`config.mk`:
```
export PLATFORM = sky130hd
export DESIGN_NAME = multicycle_ctrl_flat
export DESIGN_NICKNAME = d
export VERILOG_FILES = /design/src/rtl/multicycle_ctrl_if.sv /design/src/rtl/multicycle_ctrl.sv /design/src/flat_wrapper.sv
export SDC_FILE = /design/constraint.sdc
export NUM_CORES = 1
export LEC_CHECK = 0
export BUFFER_PORTS_ARGS = -buffer_cell sky130_fd_sc_hd__buf_4
export CORE_MARGIN = 1
export CORE_UTILIZATION = 44
export DETAILED_ROUTE_END_ITERATION = 7
export GPL_ROUTABILITY_DRIVEN = 0
export HOLD_SLACK_MARGIN = 0.12
export PLACE_DENSITY_LB_ADDON = 0.2
export SYNTH_ARGS = -nofsm -noshare
export SYNTH_HDL_FRONTEND = slang
export SYNTH_SLANG_ARGS = --single-unit
```
`constraint.sdc`:
```
create_clock -name clk -period 2.9 [get_ports clk]
set_input_delay 0 -clock clk [delete_from_list [all_inputs] [get_ports clk]]
set_output_delay 0 -clock clk [all_outputs]
set_load 0.005 [all_outputs]
```
`src/rtl/multicycle_ctrl_if.sv`:
```
// Handshake bundle between the multicycle controller and the RV32I datapath/memory.
// The master modport is the controller side; the slave modport is the datapath side.
interface multicycle_ctrl_if;
  logic [31:0] instr;
  logic        Zero;
  logic        mem_ready;
  logic        PCSrc;
  logic        ALUSrc;
  logic [1:0]  ImmSel;
  logic        RegWrite;
  logic        MemToReg;
  logic [3:0]  ALUCtrl;
  logic        loadPC;
  logic        MemRead;
  logic        MemWrite;
  logic        illegal_instr;
  logic [31:0] retired;

  modport master (
    input  instr, Zero, mem_ready,
    output PCSrc, ALUSrc, ImmSel, RegWrite, MemToReg, ALUCtrl,
           loadPC, MemRead, MemWrite, illegal_instr, retired
  );

  modport slave (
    output instr, Zero, mem_ready,
    input  PCSrc, ALUSrc, ImmSel, RegWrite, MemToReg, ALUCtrl,
           loadPC, MemRead, MemWrite, illegal_instr, retired
  );
endinterface

```
`src/rtl/multicycle_ctrl.sv`:
```
// Multicycle RV32I control FSM: latches the instruction, steps IF/ID/EX/MEM/WB,
// drives datapath controls and memory strobes, and counts retired instructions.
//
//   state | meaning
//   IF    | latch instr into IR
//   ID    | decode IR; illegal encodings skip to next PC
//   EX    | ALU operation; branches resolve and retire here
//   MEM   | data memory access, held until mem_ready
//   WB    | register write-back, PC+4, retire
module multicycle_ctrl #(
  parameter logic [6:0] OPC_R  = 7'b0110011,
  parameter logic [6:0] OPC_I  = 7'b0010011,
  parameter logic [6:0] OPC_LW = 7'b0000011,
  parameter logic [6:0] OPC_SW = 7'b0100011,
  parameter logic [6:0] OPC_BR = 7'b1100011
) (
  input  logic              clk,
  input  logic              rst,
  multicycle_ctrl_if.master bus
);

  localparam logic [3:0] ALU_AND = 4'b0000;
  localparam logic [3:0] ALU_OR  = 4'b0001;
  localparam logic [3:0] ALU_ADD = 4'b0010;
  localparam logic [3:0] ALU_SUB = 4'b0110;
  localparam logic [3:0] ALU_SLT = 4'b0111;
  localparam logic [3:0] ALU_SRL = 4'b1000;
  localparam logic [3:0] ALU_SLL = 4'b1001;
  localparam logic [3:0] ALU_SRA = 4'b1010;
  localparam logic [3:0] ALU_XOR = 4'b1101;

  typedef enum logic [2:0] {
    S_IF  = 3'd0,
    S_ID  = 3'd1,
    S_EX  = 3'd2,
    S_MEM = 3'd3,
    S_WB  = 3'd4
  } state_t;

  state_t      state;
  logic [31:0] ir;
  logic [31:0] retired_q;

  logic [6:0] opc;
  logic [2:0] f3;
  logic [6:0] f7;
  logic       is_r, is_i, is_lw, is_sw, is_br;
  logic       bad;
  logic [3:0] alu_dec;
  logic       unused_ir_bits;

  assign opc   = ir[6:0];
  assign f3    = ir[14:12];
  assign f7    = ir[31:25];
  assign is_r  = (opc == OPC_R);
  assign is_i  = (opc == OPC_I);
  assign is_lw = (opc == OPC_LW);
  assign is_sw = (opc == OPC_SW);
  assign is_br = (opc == OPC_BR);
  assign unused_ir_bits = ^{ir[24:15], ir[11:7]};

  // funct7 only matters for R-type and for I-type shifts; sltu/sltiu have no ALU code.
  always_comb begin
    alu_dec = ALU_ADD;
    bad     = 1'b0;
    case (opc)
      OPC_R: begin
        if (f7 != 7'h00 && f7 != 7'h20) bad = 1'b1;
        if (f7 == 7'h20 && f3 != 3'b000 && f3 != 3'b101) bad = 1'b1;
        case (f3)
          3'b000:  alu_dec = f7[5] ? ALU_SUB : ALU_ADD;
          3'b001:  alu_dec = ALU_SLL;
          3'b010:  alu_dec = ALU_SLT;
          3'b100:  alu_dec = ALU_XOR;
          3'b101:  alu_dec = f7[5] ? ALU_SRA : ALU_SRL;
          3'b110:  alu_dec = ALU_OR;
          3'b111:  alu_dec = ALU_AND;
          default: bad = 1'b1;
        endcase
      end
      OPC_I: begin
        case (f3)
          3'b000:  alu_dec = ALU_ADD;
          3'b001: begin
            alu_dec = ALU_SLL;
            bad     = (f7 != 7'h00);
          end
          3'b010:  alu_dec = ALU_SLT;
          3'b100:  alu_dec = ALU_XOR;
          3'b101: begin
            alu_dec = f7[5] ? ALU_SRA : ALU_SRL;
            bad     = (f7 != 7'h00 && f7 != 7'h20);
          end
          3'b110:  alu_dec = ALU_OR;
          3'b111:  alu_dec = ALU_AND;
          default: bad = 1'b1;
        endcase
      end
      OPC_LW, OPC_SW: alu_dec = ALU_ADD;
      OPC_BR: begin
        alu_dec = ALU_SUB;
        bad     = (f3 != 3'b000);
      end
      default: bad = 1'b1;
    endcase
  end

  always_ff @(posedge clk) begin
    if (rst) begin
      state     <= S_IF;
      ir        <= 32'd0;
      retired_q <= 32'd0;
    end else begin
      case (state)
        S_IF: begin
          ir    <= bus.instr;
          state <= S_ID;
        end
        S_ID: state <= bad ? S_IF : S_EX;
        S_EX: begin
          if (is_br) begin
            retired_q <= retired_q + 32'd1;
            state     <= S_IF;
          end else if (is_lw || is_sw) begin
            state <= S_MEM;
          end else begin
            state <= S_WB;
          end
        end
        S_MEM: begin
          if (bus.mem_ready) begin
            if (is_sw) begin
              retired_q <= retired_q + 32'd1;
              state     <= S_IF;
            end else begin
              state <= S_WB;
            end
          end
        end
        S_WB: begin
          retired_q <= retired_q + 32'd1;
          state     <= S_IF;
        end
        default: state <= S_IF;
      endcase
    end
  end

  // Operand selection is held from EX to the end of the instruction so the ALU result is stable at WB.
  always_comb begin
    bus.PCSrc         = 1'b0;
    bus.ALUSrc        = 1'b0;
    bus.ImmSel        = 2'b00;
    bus.RegWrite      = 1'b0;
    bus.MemToReg      = 1'b0;
    bus.ALUCtrl       = ALU_ADD;
    bus.loadPC        = 1'b0;
    bus.MemRead       = 1'b0;
    bus.MemWrite      = 1'b0;
    bus.illegal_instr = 1'b0;
    if (state == S_EX || state == S_MEM || state == S_WB) begin
      bus.ALUCtrl = alu_dec;
      bus.ALUSrc  = is_i || is_lw || is_sw;
      bus.ImmSel  = is_sw ? 2'b01 : (is_br ? 2'b10 : 2'b00);
    end
    case (state)
      S_ID: begin
        bus.illegal_instr = bad;
        bus.loadPC        = bad;
      end
      S_EX: begin
        bus.loadPC = is_br;
        bus.PCSrc  = is_br && bus.Zero;
      end
      S_MEM: begin
        bus.MemRead  = is_lw;
        bus.MemWrite = is_sw;
        bus.loadPC   = is_sw && bus.mem_ready;
      end
      S_WB: begin
        bus.RegWrite = 1'b1;
        bus.MemToReg = is_lw;
        bus.loadPC   = 1'b1;
      end
      default: ;
    endcase
  end

  assign bus.retired = retired_q;

endmodule

```
`src/flat_wrapper.sv`:
```
// flat-port wrapper written by rule: the top's interface ports become plain ports
module multicycle_ctrl_flat 
#(
  parameter logic [6:0] OPC_R  = 7'b0110011,
  parameter logic [6:0] OPC_I  = 7'b0010011,
  parameter logic [6:0] OPC_LW = 7'b0000011,
  parameter logic [6:0] OPC_SW = 7'b0100011,
  parameter logic [6:0] OPC_BR = 7'b1100011
)
  (clk, rst, bus_instr, bus_Zero, bus_mem_ready, bus_PCSrc, bus_ALUSrc, bus_ImmSel, bus_RegWrite, bus_MemToReg, bus_ALUCtrl, bus_loadPC, bus_MemRead, bus_MemWrite, bus_illegal_instr, bus_retired);
  multicycle_ctrl_if bus_i ();
  input  logic clk;
  input  logic rst;
  input wire logic [$bits(bus_i.instr)-1:0] bus_instr;
  input wire logic [$bits(bus_i.Zero)-1:0] bus_Zero;
  input wire logic [$bits(bus_i.mem_ready)-1:0] bus_mem_ready;
  output wire logic [$bits(bus_i.PCSrc)-1:0] bus_PCSrc;
  output wire logic [$bits(bus_i.ALUSrc)-1:0] bus_ALUSrc;
  output wire logic [$bits(bus_i.ImmSel)-1:0] bus_ImmSel;
  output wire logic [$bits(bus_i.RegWrite)-1:0] bus_RegWrite;
  output wire logic [$bits(bus_i.MemToReg)-1:0] bus_MemToReg;
  output wire logic [$bits(bus_i.ALUCtrl)-1:0] bus_ALUCtrl;
  output wire logic [$bits(bus_i.loadPC)-1:0] bus_loadPC;
  output wire logic [$bits(bus_i.MemRead)-1:0] bus_MemRead;
  output wire logic [$bits(bus_i.MemWrite)-1:0] bus_MemWrite;
  output wire logic [$bits(bus_i.illegal_instr)-1:0] bus_illegal_instr;
  output wire logic [$bits(bus_i.retired)-1:0] bus_retired;
  assign bus_i.instr = bus_instr;
  assign bus_i.Zero = bus_Zero;
  assign bus_i.mem_ready = bus_mem_ready;
  assign bus_PCSrc = bus_i.PCSrc;
  assign bus_ALUSrc = bus_i.ALUSrc;
  assign bus_ImmSel = bus_i.ImmSel;
  assign bus_RegWrite = bus_i.RegWrite;
  assign bus_MemToReg = bus_i.MemToReg;
  assign bus_ALUCtrl = bus_i.ALUCtrl;
  assign bus_loadPC = bus_i.loadPC;
  assign bus_MemRead = bus_i.MemRead;
  assign bus_MemWrite = bus_i.MemWrite;
  assign bus_illegal_instr = bus_i.illegal_instr;
  assign bus_retired = bus_i.retired;
  multicycle_ctrl #(.OPC_R(OPC_R), .OPC_I(OPC_I), .OPC_LW(OPC_LW), .OPC_SW(OPC_SW), .OPC_BR(OPC_BR)) u_core (.clk(clk), .rst(rst), .bus(bus_i));
endmodule
```
==> flow_summary.json, run 1 <==
{
  "status": "completed",
  "die_w_um": 80.4,
  "crit_path_max_fanout": 36,
  "synthFlopType": "dfxtp_1",
  "fin_crit_ns": 2.43,
  "critical_path_buf_inv_count": 0,
  "design_area_mm2": 0.00352,
  "fin_crit_sh_pct": 83.6,
  "placement.io_buffers": 66,
  "cap_violations": 0,
  "yosys-top-cells-area": "dfxtp_1 (38%), a21oi_1 (8.7%), nand2_1 (6.7%)",
  "h-tree-depth": 2,
  "num_vias": 2823,
  "cp_cell_sequence": "nand4b_1 > or4_4 > o21a_2 > or4_1 > a21oi_1",
  "overflow": 0,
  "cts_tree": "done",
  "leakagePower_nw": 1.26,
  "synth_top_area_cell": "dfxtp_1",
  "ys_seq_area_share_pct": 38.4,
  "dieArea_mm2": 0.00647,
  "rsz0062_at_grt": "false",
  "core_mm2": 0.00592,
  "vias_per_cell": 5.78,
  "synth_warnings": 0,
  "yosys-top-cells-count": "dfxtp_1 (52), nand2_1 (48), a21oi_1 (47)",
  "synthToLayoutAreaGrowth_pct": 30.0,
  "synth-async-reset-ratio_pct": 0,
  "cts_root_buffer": "clkbuf_8",
  "start_util_pct": 45.7,
  "power_mw": 1.40,
  "critPathSlowestCell": "dfxtp_1",
  "r2r_start": "u_core.ir[5]$_SDFFE_PP0N_",
  "r2r_setup_slack_ns": 0.47,
  "dpl_cell_area_mm2": 0.00322,
  "holdPathEnd": "u_core.bus.retired[1]$_SDFFE_PP0P_",
  "wl_um": 6950,
  "antenna_cells": 0,
  "finalSetupTns_ns": 0,
  "instances_no_fill": 488,
  "final_nets": 449,
  "synthCells": 341,
  "synth_area_mm2": 0.00271,
  "setup_viol": 0,
  "reg2regPathDepth": 5,
  "wire_per_inst_um": 14.2,
  "synth_top_area_share_pct": 38.4,
  "ys_ff_latch": 52,
  "antenna_found_initial": 0,
  "maxSlewViolCount": 0,
  "fin_worst_skew_ns": 0.0129,
  "min_from": "rst",
  "crit_type": "register to register",
  "cts_buffers": 5,
  "drt_first_pass_iters": 4,
  "io_pins": 82,
  "dp_hpwl_um": 4520,
  "relSlewSlack_pct": 54.3,
  "die_y_um": 80.4,
  "clock-sinks": 52,
  "rows": 28,
  "drive_above_1_share_pct": 20.8,
  "critical_path.top_delay_family": "simple AND/OR/NAND/NOR gates",
  "grt_pass1_vias": 2589,
  "maxClockFrequency_ghz": 0.412,
  "grt_usage_pct": 22.6,
  "grt_pass1_wl_um": 11600,
  "worstPathArrival_ns": 2.65,
  "power_density_mw_per_mm2": 398,
  "synth_most_common_cell": "dfxtp_1",
  "crit_path_start_kind": "register",
  "avgSynthCellArea_um2": 7.94,
  "placed_cells": 462,
  "antenna_left": 0,
  "worst_pin_slew_ns": 0.683,
  "path_clk_slew_ns": 0.10,
  "peakVddDrop_v": 0.000295,
  "syn_nets": 378,
  "cts_buffer_depth": 2,
  "hold_violations": 0,
  "drc": 0,
  "reg2reg_to": "u_core.bus.retired[27]$_SDFFE_PP0P_",
  "hp-class": "primary input to register",
  "end_kind": "register",
  "synth_edf_count": 0,
  "whs_path_depth": 2,
  "cp.required_ns": 3.13,
  "drt-initial-drc-count": 138,
  "cts_resized": 0,
  "grt_max_degree": 54,
  "slowest_delay_ns": 0.59,
  "clk_latency_ns": 0.31,
  "synth_cell_types": 50
}
## registers in the layout (all words and copies together) (netlist names)
signal / count
u_core.bus.retired: 32
u_core.ir: 17
u_core.state: 3
## placed cells by master (no fill, tap or decap), drive strengths merged, types with 2 or more instances in the layout
master	n
nor3	4
nand2b	4
clkbuf	6
nand4b	2
or2	3
buf	70
o41ai	5
nand2	48
inv	10
nand4	5
or4b	4
nor4	5
o31ai	17
o21a	2
nor2	17
dlygate4sd3	18
o21ai	11
nor2b	8
dfxtp	52
or3	9
or4	21
a21oi	47
and3	5
nand3b	2
nand3	14
a2111oi	2
## stage by stage
| step | util, % | setup WS [ns] | hold slack [ns] |
|---|---|---|---|
| 2_1_floorplan | - | 0.755 | 0.0753 |
| 3_3_place_gp | 54.4 | 0.596 | 0.247 |
| 5_1_grt | 59.5 | 0.386 | 0.182 |
| 3_5_place_dp | 54.4 | 0.557 | 0.257 |
| 4_1_cts | 59.5 | 0.528 | 0.157 |
| 6_report | 59.5 | 0.475 | 0.156 |
## where the power goes
part	internal (mW)	switching, mW
sequential	0.731	0.0210
combinational	0.0628	0.0559
clock	0.283	0.249
## final cells by class
cell class                 instances  area [um^2]
clock inverter                     2         38.8
sequential                        52         1040
fill                             552         2400
timing repair buffer              88          706
tap                               75         93.8
clock buffer                       6         82.6
multi-input combinational        255         1520
inverter                          10         37.5
## worst max path at each step
| stage | from | end | slack, ns | depth (start not counted) |
|---|---|---|---|---|
| 6_report | u_core.ir[5]$_SDFFE_PP0N_ | u_core.bus.retired[27]$_SDFFE_PP0P_ | 0.47 | 5 |
| 3_5_place_dp | u_core.ir[5]$_SDFFE_PP0N_ | u_core.bus.retired[7]$_SDFFE_PP0P_ | 0.56 | 5 |
| 4_1_cts | u_core.ir[5]$_SDFFE_PP0N_ | u_core.bus.retired[27]$_SDFFE_PP0P_ | 0.53 | 5 |
| 5_1_grt | u_core.state[1]$_SDFFE_PP0N_ | u_core.bus.retired[25]$_SDFFE_PP0P_ | 0.39 | 5 |
| 3_3_place_gp | u_core.state[1]$_SDFFE_PP0N_ | u_core.bus.retired[26]$_SDFFE_PP0P_ | 0.60 | 5 |
| 2_1_floorplan | u_core.ir[6]$_SDFFE_PP0N_ | u_core.bus.retired[24]$_SDFFE_PP0P_ | 0.75 | 8 |
## worst register-to-register path, cell delays in order, from the launching register on
cell,delay (ns)
dfxtp_1,0.59
nand4b_1,0.21
or4_4,0.46
o21a_2,0.33
or4_1,0.59
a21oi_1,0.16
## kinds of logic after synthesis
kind of cell | after synthesis | share of synthesized area (%)
AO/OA/AOI/OAI | 93 | 21.5
XOR/XNOR | 1 | 0.324
adder cells (fa/ha/maj) | 2 | 0.832
buffers and inverters | 34 | 5.36
flip-flops | 52 | 38.4
multiplexers | 2 | 0.786
AND/OR/NAND/NOR | 157 | 32.7
## layer usage
layer / up-vias / part of all wire [%] / GRT usage, %
li1: 1409 / - / -
met1: 1332 / 45 / 28.7
met2: 76 / 49 / 38.7
met3: 6 / 4.9 / 4.43
met4: 0 / 0.85 / 6.07
met5: - / 0 / 0
## timing repair
item                                   in CTS  in global routing
hold buffers                               18                  0
endpoints found under the hold margin      18                  0
buffers inserted                            0                  0
Power figures use the tool's default switching activity.
==> run 2, diff against run 1 <==
==> constraint.sdc (replaced) <==
create_clock -name clk -period 2.05 [get_ports clk]
set_input_delay 0 -clock clk [delete_from_list [all_inputs] [get_ports clk]]
set_output_delay 0 -clock clk [all_outputs]
set_load 0.005 [all_outputs]
==> flow_summary.json, run 2 (same netlist as run 1, synthesis figures left out) <==
{
  "antenna_cells": 0,
  "finalSetupTns_ns": -0.495,
  "hold_violations": 0,
  "cp-startpoint": "u_core.ir[2]$_SDFFE_PP0N_",
  "grt_usage_pct": 24.1,
  "power_mw": 1.96,
  "maxSlewViolCount": 0,
  "crit_path_max_fanout": 7,
  "antenna_left": 0,
  "cts_buffers": 5,
  "swShare_pct": 23.8,
  "status": "finished, violations left",
  "cp-endpoint": "u_core.bus.retired[28]$_SDFFE_PP0P_",
  "path_clk_slew_ns": 0.10,
  "largest_register_ffs": 32,
  "dieArea_mm2": 0.00647,
  "placement.io_buffers": 66,
  "placed_cells": 492,
  "worst_pin_slew_ns": 0.568,
  "maxClockFrequency_ghz": 0.472,
  "worst_slack_ns": -0.0700,
  "final_nets": 487,
  "clk_latency_ns": 0.31,
  "instances_no_fill": 526,
  "die_w_um": 80.4,
  "whs_ns": 0.155,
  "die_y_um": 80.4,
  "fin_crit_sh_pct": 103,
  "cp.required_ns": 2.30,
  "grt_max_degree": 54,
  "io_pins": 82,
  "relSlewSlack_pct": 62.1,
  "h-tree-depth": 2,
  "power_density_mw_per_mm2": 500,
  "clock-sinks": 52,
  "rows": 28,
  "worstPathArrival_ns": 2.37,
  "num_vias": 3006,
  "drt-initial-drc-count": 185,
  "peakVddDrop_v": 0.000301,
  "seqPwrFrac_pct": 53.9,
  "dp_hpwl_um": 4860,
  "mostFrequentLayoutCells": "buf_4 (104), dfxtp_1 (48), nand2_1 (46), a21oi_1 (44), or4_1 (19)",
  "crit_path_start_kind": "register",
  "internal-power_mw": 1.50,
  "cts_tree": "done",
  "wire_per_inst_um": 15.1,
  "reg2reg_to": "u_core.bus.retired[28]$_SDFFE_PP0P_",
  "antenna_found_initial": 0,
  "crit_type": "register to register",
  "cts_buffer_depth": 2,
  "fin_worst_skew_ns": 0.0130,
  "setup_viol": 15,
  "layout_commonest_cell": "buf_4",
  "r2r_start": "u_core.ir[2]$_SDFFE_PP0N_",
  "pwr-share-comb_pct": 10.2,
  "fin_crit_ns": 2.12,
  "core_mm2": 0.00592,
  "end_kind": "register",
  "dp_slack_ns": -0.0911,
  "cap_violations": 0,
  "drc": 0,
  "design_area_mm2": 0.00393,
  "grt_pass1_wl_um": 12300,
  "synthToLayoutAreaGrowth_pct": 45.0,
  "drt_first_pass_iters": 5,
  "start_util_pct": 45.7,
  "grt_pass1_vias": 2611,
  "wl_um": 7920,
  "overflow": 0,
  "drive_above_1_share_pct": 32.6,
  "cts_root_buffer": "clkbuf_8",
  "post-route-util_pct": 66.3,
  "leakagePower_nw": 1.45,
  "switchingPower_mw": 0.467,
  "hp-class": "primary input to register",
  "dpl_cell_area_mm2": 0.00344,
  "failed_checks": "negative setup slack",
  "reg2regPathDepth": 5,
  "vias_per_cell": 5.71,
  "clock_power_share_pct": 36.0,
  "r2r_setup_slack_ns": -0.07,
  "rsz0062_at_grt": "true"
}
-- run 2: cell count changes in the layout (fill, tap and decap cells not counted), sizes merged --
cell / delta
buf: +35
o221a: +2
o21a: +1
-- run 2: how the worst min path moves through the flow --
stage | cells past startpoint | start | endpoint
after floorplan | 2 | bus_Zero | bus_PCSrc
after global placement | 3 | bus_instr[12] | u_core.ir[12]$_SDFFE_PP0N_
after detailed placement | 3 | bus_instr[12] | u_core.ir[12]$_SDFFE_PP0N_
after CTS | 2 | rst | u_core.bus.retired[1]$_SDFFE_PP0P_
after global routing | 2 | rst | u_core.bus.retired[1]$_SDFFE_PP0P_
final | 2 | rst | u_core.bus.retired[1]$_SDFFE_PP0P_
-- run 2: area by class of cell --
class | instances | area (um^2)
sequential | 52 | 1050
inverter | 10 | 37.5
clock inverter | 2 | 35.0
fill | 542 | 1990
tap | 75 | 93.8
multi-input combinational | 258 | 1670
timing repair buffer | 123 | 972
clock buffer | 6 | 72.6
-- run 2: critical path, stage by stage (launching register included) --
cell and delay, ns:
dfxtp_1 0.35, nand4bb_4 0.20, or4_4 0.58, o221a_4 0.33, or4b_4 0.49, a21oi_2 0.12
-- run 2: metal layers --
| metal | GRT usage (%) | vias up | wire length (um) |
|---|---|---|---|
| met5 | 0 | - | 0 |
| met4 | 6.25 | 0 | 70 |
| met3 | 4.66 | 7 | 416 |
| met2 | 41.9 | 90 | 3950 |
| met1 | 30.2 | 1412 | 3490 |
| li1 | - | 1497 | - |
-- run 2: power by group through the flow --
stage	Combinational, mW	Clock (mW)	Sequential, mW
floorplan	0.0986	0	1.07
global placement	0.154	0	1.08
detailed placement	0.156	0	1.08
CTS	0.188	0.716	1.06
global route	0.220	0.771	1.06
finish	0.200	0.707	1.06
-- run 2: what timing repair did --
item,CTS,global route
setup buffers,1,4
gates cloned,2,1
pin swaps,23,9
gates resized for setup,10,21
endpoints found under the hold margin,18,0
setup endpoints to repair,28,36
hold buffers,18,0
==> run 3, diff against run 2 <==
--- a/config.mk
+++ b/config.mk
@@ -12,6 +12,7 @@
 export GPL_ROUTABILITY_DRIVEN = 0
 export HOLD_SLACK_MARGIN = 0.12
 export PLACE_DENSITY_LB_ADDON = 0.2
+export RECOVER_POWER = 100
 export SYNTH_ARGS = -nofsm -noshare
 export SYNTH_HDL_FRONTEND = slang
 export SYNTH_SLANG_ARGS = --single-unit
==> flow_summary.json, run 3 (same netlist as run 1, synthesis figures left out) <==
{
  "maxSlewViolCount": 0,
  "antenna_found_initial": 0,
  "setup_viol": 14,
  "start_util_pct": 45.7,
  "grt_max_degree": 54,
  "maxClockFrequency_ghz": 0.471,
  "vias_per_cell": 5.70,
  "reg2reg_to": "u_core.bus.retired[28]$_SDFFE_PP0P_",
  "dieArea_mm2": 0.00647,
  "crit_type": "register to register",
  "largest_register_ffs": 32,
  "drc": 0,
  "critPathSlowestCell": "or4_4",
  "mostFrequentLayoutCells": "buf_4 (73), dfxtp_1 (50), nand2_1 (46), a21oi_1 (44), clkbuf_4 (20)",
  "cap_violations": 0,
  "power_mw": 1.96,
  "final_nets": 487,
  "relSlewSlack_pct": 61.5,
  "die_w_um": 80.4,
  "regArea_mm2": 0.00104,
  "whs_ns": 0.158,
  "end_kind": "register",
  "finalSetupTns_ns": -0.547,
  "rsz0062_at_grt": "true",
  "layout_commonest_cell": "buf_4",
  "drive_above_1_share_pct": 29.5,
  "min_from": "rst",
  "worstPathArrival_ns": 2.37,
  "crit_path_max_fanout": 7,
  "fin_crit_ns": 2.12,
  "cp_cell_sequence": "nand4bb_4 > or4_4 > o221a_4 > or4b_4 > a21oi_2",
  "wl_um": 7930,
  "cts_tree": "done",
  "placement.io_buffers": 66,
  "status": "finished, violations left",
  "clk_latency_ns": 0.31,
  "reg2regPathDepth": 5,
  "h-tree-depth": 2,
  "dp_hpwl_um": 4860,
  "fin_worst_skew_ns": 0.0118,
  "overflow": 0,
  "clock-sinks": 52,
  "hold_violations": 0,
  "num_vias": 2996,
  "hp-class": "primary input to register",
  "peakVddDrop_v": 0.000299,
  "grt_usage_pct": 24.1,
  "wire_per_inst_um": 15.1,
  "antenna_cells": 0,
  "core_mm2": 0.00592,
  "post-route-util_pct": 65.5,
  "holdPathEnd": "u_core.bus.retired[1]$_SDFFE_PP0P_",
  "worst_slack_ns": -0.0746,
  "leakagePower_nw": 1.39,
  "grt_pass1_wl_um": 12300,
  "r2r_setup_slack_ns": -0.07,
  "worst_pin_slew_ns": 0.578,
  "power_density_mw_per_mm2": 506,
  "path_clk_slew_ns": 0.10,
  "antenna_left": 0,
  "drt_first_pass_iters": 4,
  "slowest_delay_ns": 0.58,
  "cts_buffers": 5,
  "multi_input_area_mm2": 0.00167,
  "failed_checks": "negative setup slack",
  "cts_buffer_depth": 2,
  "rows": 28,
  "crit_path_start_kind": "register",
  "cp.required_ns": 2.30,
  "fin_crit_sh_pct": 104,
  "io_pins": 82,
  "r2r_start": "u_core.ir[2]$_SDFFE_PP0N_",
  "whs_path_depth": 2,
  "synthToLayoutAreaGrowth_pct": 43.3,
  "die_y_um": 80.4,
  "num-fill-cells": 553,
  "grt_pass1_vias": 2611,
  "cts_root_buffer": "clkbuf_8",
  "drt-initial-drc-count": 175
}
run 3: changes by cell type in the layout (fill, tap and decap cells not counted):
cell / before / now
clkbuf_1: 1 / 11
dfxtp_2: 4 / 2
buf_1: 0 / 1
nor2b_2: 1 / 0
dfxtp_1: 48 / 50
nor2b_1: 7 / 8
or2_1: 2 / 1
or2_0: 0 / 1
clkbuf_4: 0 / 20
buf_4: 104 / 73
run 3: metal layers:
layer,GRT usage (%),vias up,wire (um)
met3,4.66,11,349
met2,41.9,93,3860
li1,-,1500,-
met4,6.25,0,89
met5,0,-,0
met1,30.2,1392,3630
run 3: how the worst max path moves through the flow:
stage,startpoint,to,slack (ns),depth (start not counted)
3_5_place_dp,u_core.ir[3]$_SDFFE_PP0N_,u_core.bus.retired[31]$_SDFFE_PP0P_,-0.09,6
6_report,u_core.ir[2]$_SDFFE_PP0N_,u_core.bus.retired[28]$_SDFFE_PP0P_,-0.07,5
3_3_place_gp,u_core.ir[3]$_SDFFE_PP0N_,u_core.bus.retired[24]$_SDFFE_PP0P_,-0.03,5
5_1_grt,u_core.ir[3]$_SDFFE_PP0N_,u_core.bus.retired[22]$_SDFFE_PP0P_,-0.12,5
2_1_floorplan,u_core.ir[6]$_SDFFE_PP0N_,u_core.bus.retired[21]$_SDFFE_PP0P_,-0.04,7
4_1_cts,u_core.ir[3]$_SDFFE_PP0N_,u_core.bus.retired[24]$_SDFFE_PP0P_,-0.1,5
run 3: metrics by stage:
step / setup slack [ns] / std cells / instance area (um^2)
4_1_cts: -0.0957 / 521 / 3800
3_3_place_gp: -0.0348 / 492 / 3440
2_1_floorplan: -0.0440 / 341 / 2710
3_5_place_dp: -0.0911 / 492 / 3440
6_report: -0.0746 / 526 / 3880
5_1_grt: -0.123 / 526 / 3880
run 3: timing repair:
| item | CTS | global route |
|---|---|---|
| pin swaps | 23 | 9 |
| gates resized for setup | 10 | 21 |
| setup buffers | 1 | 4 |
| cloned | 2 | 1 |
| endpoints found under the setup margin | 28 | 36 |
| hold endpoints to repair | 18 | 0 |
| hold buffers | 18 | 0 |
run 3: final cells by class:
class	instances	share of cell area [%]
clock buffer	6	1.87
clock inverter	2	0.903
inverter	10	0.967
multi-input combinational	258	43.0
sequential	52	26.9
tap	75	2.42
timing repair buffer	123	24.0
run 3: critical path: cells and delay by family, from the launching register on:
family           cells  cell delay (ns)
AO/OA/AOI/OAI        2             0.45
flip-flops           1             0.35
AND/OR/NAND/NOR      3             1.27
run 3: where the power goes:
group / total, mW / internal, mW / switching, mW
Sequential: 1.06 / 1.03 / 0.0245
Combinational: 0.200 / 0.100 / 0.0996
Clock: 0.705 / 0.363 / 0.342
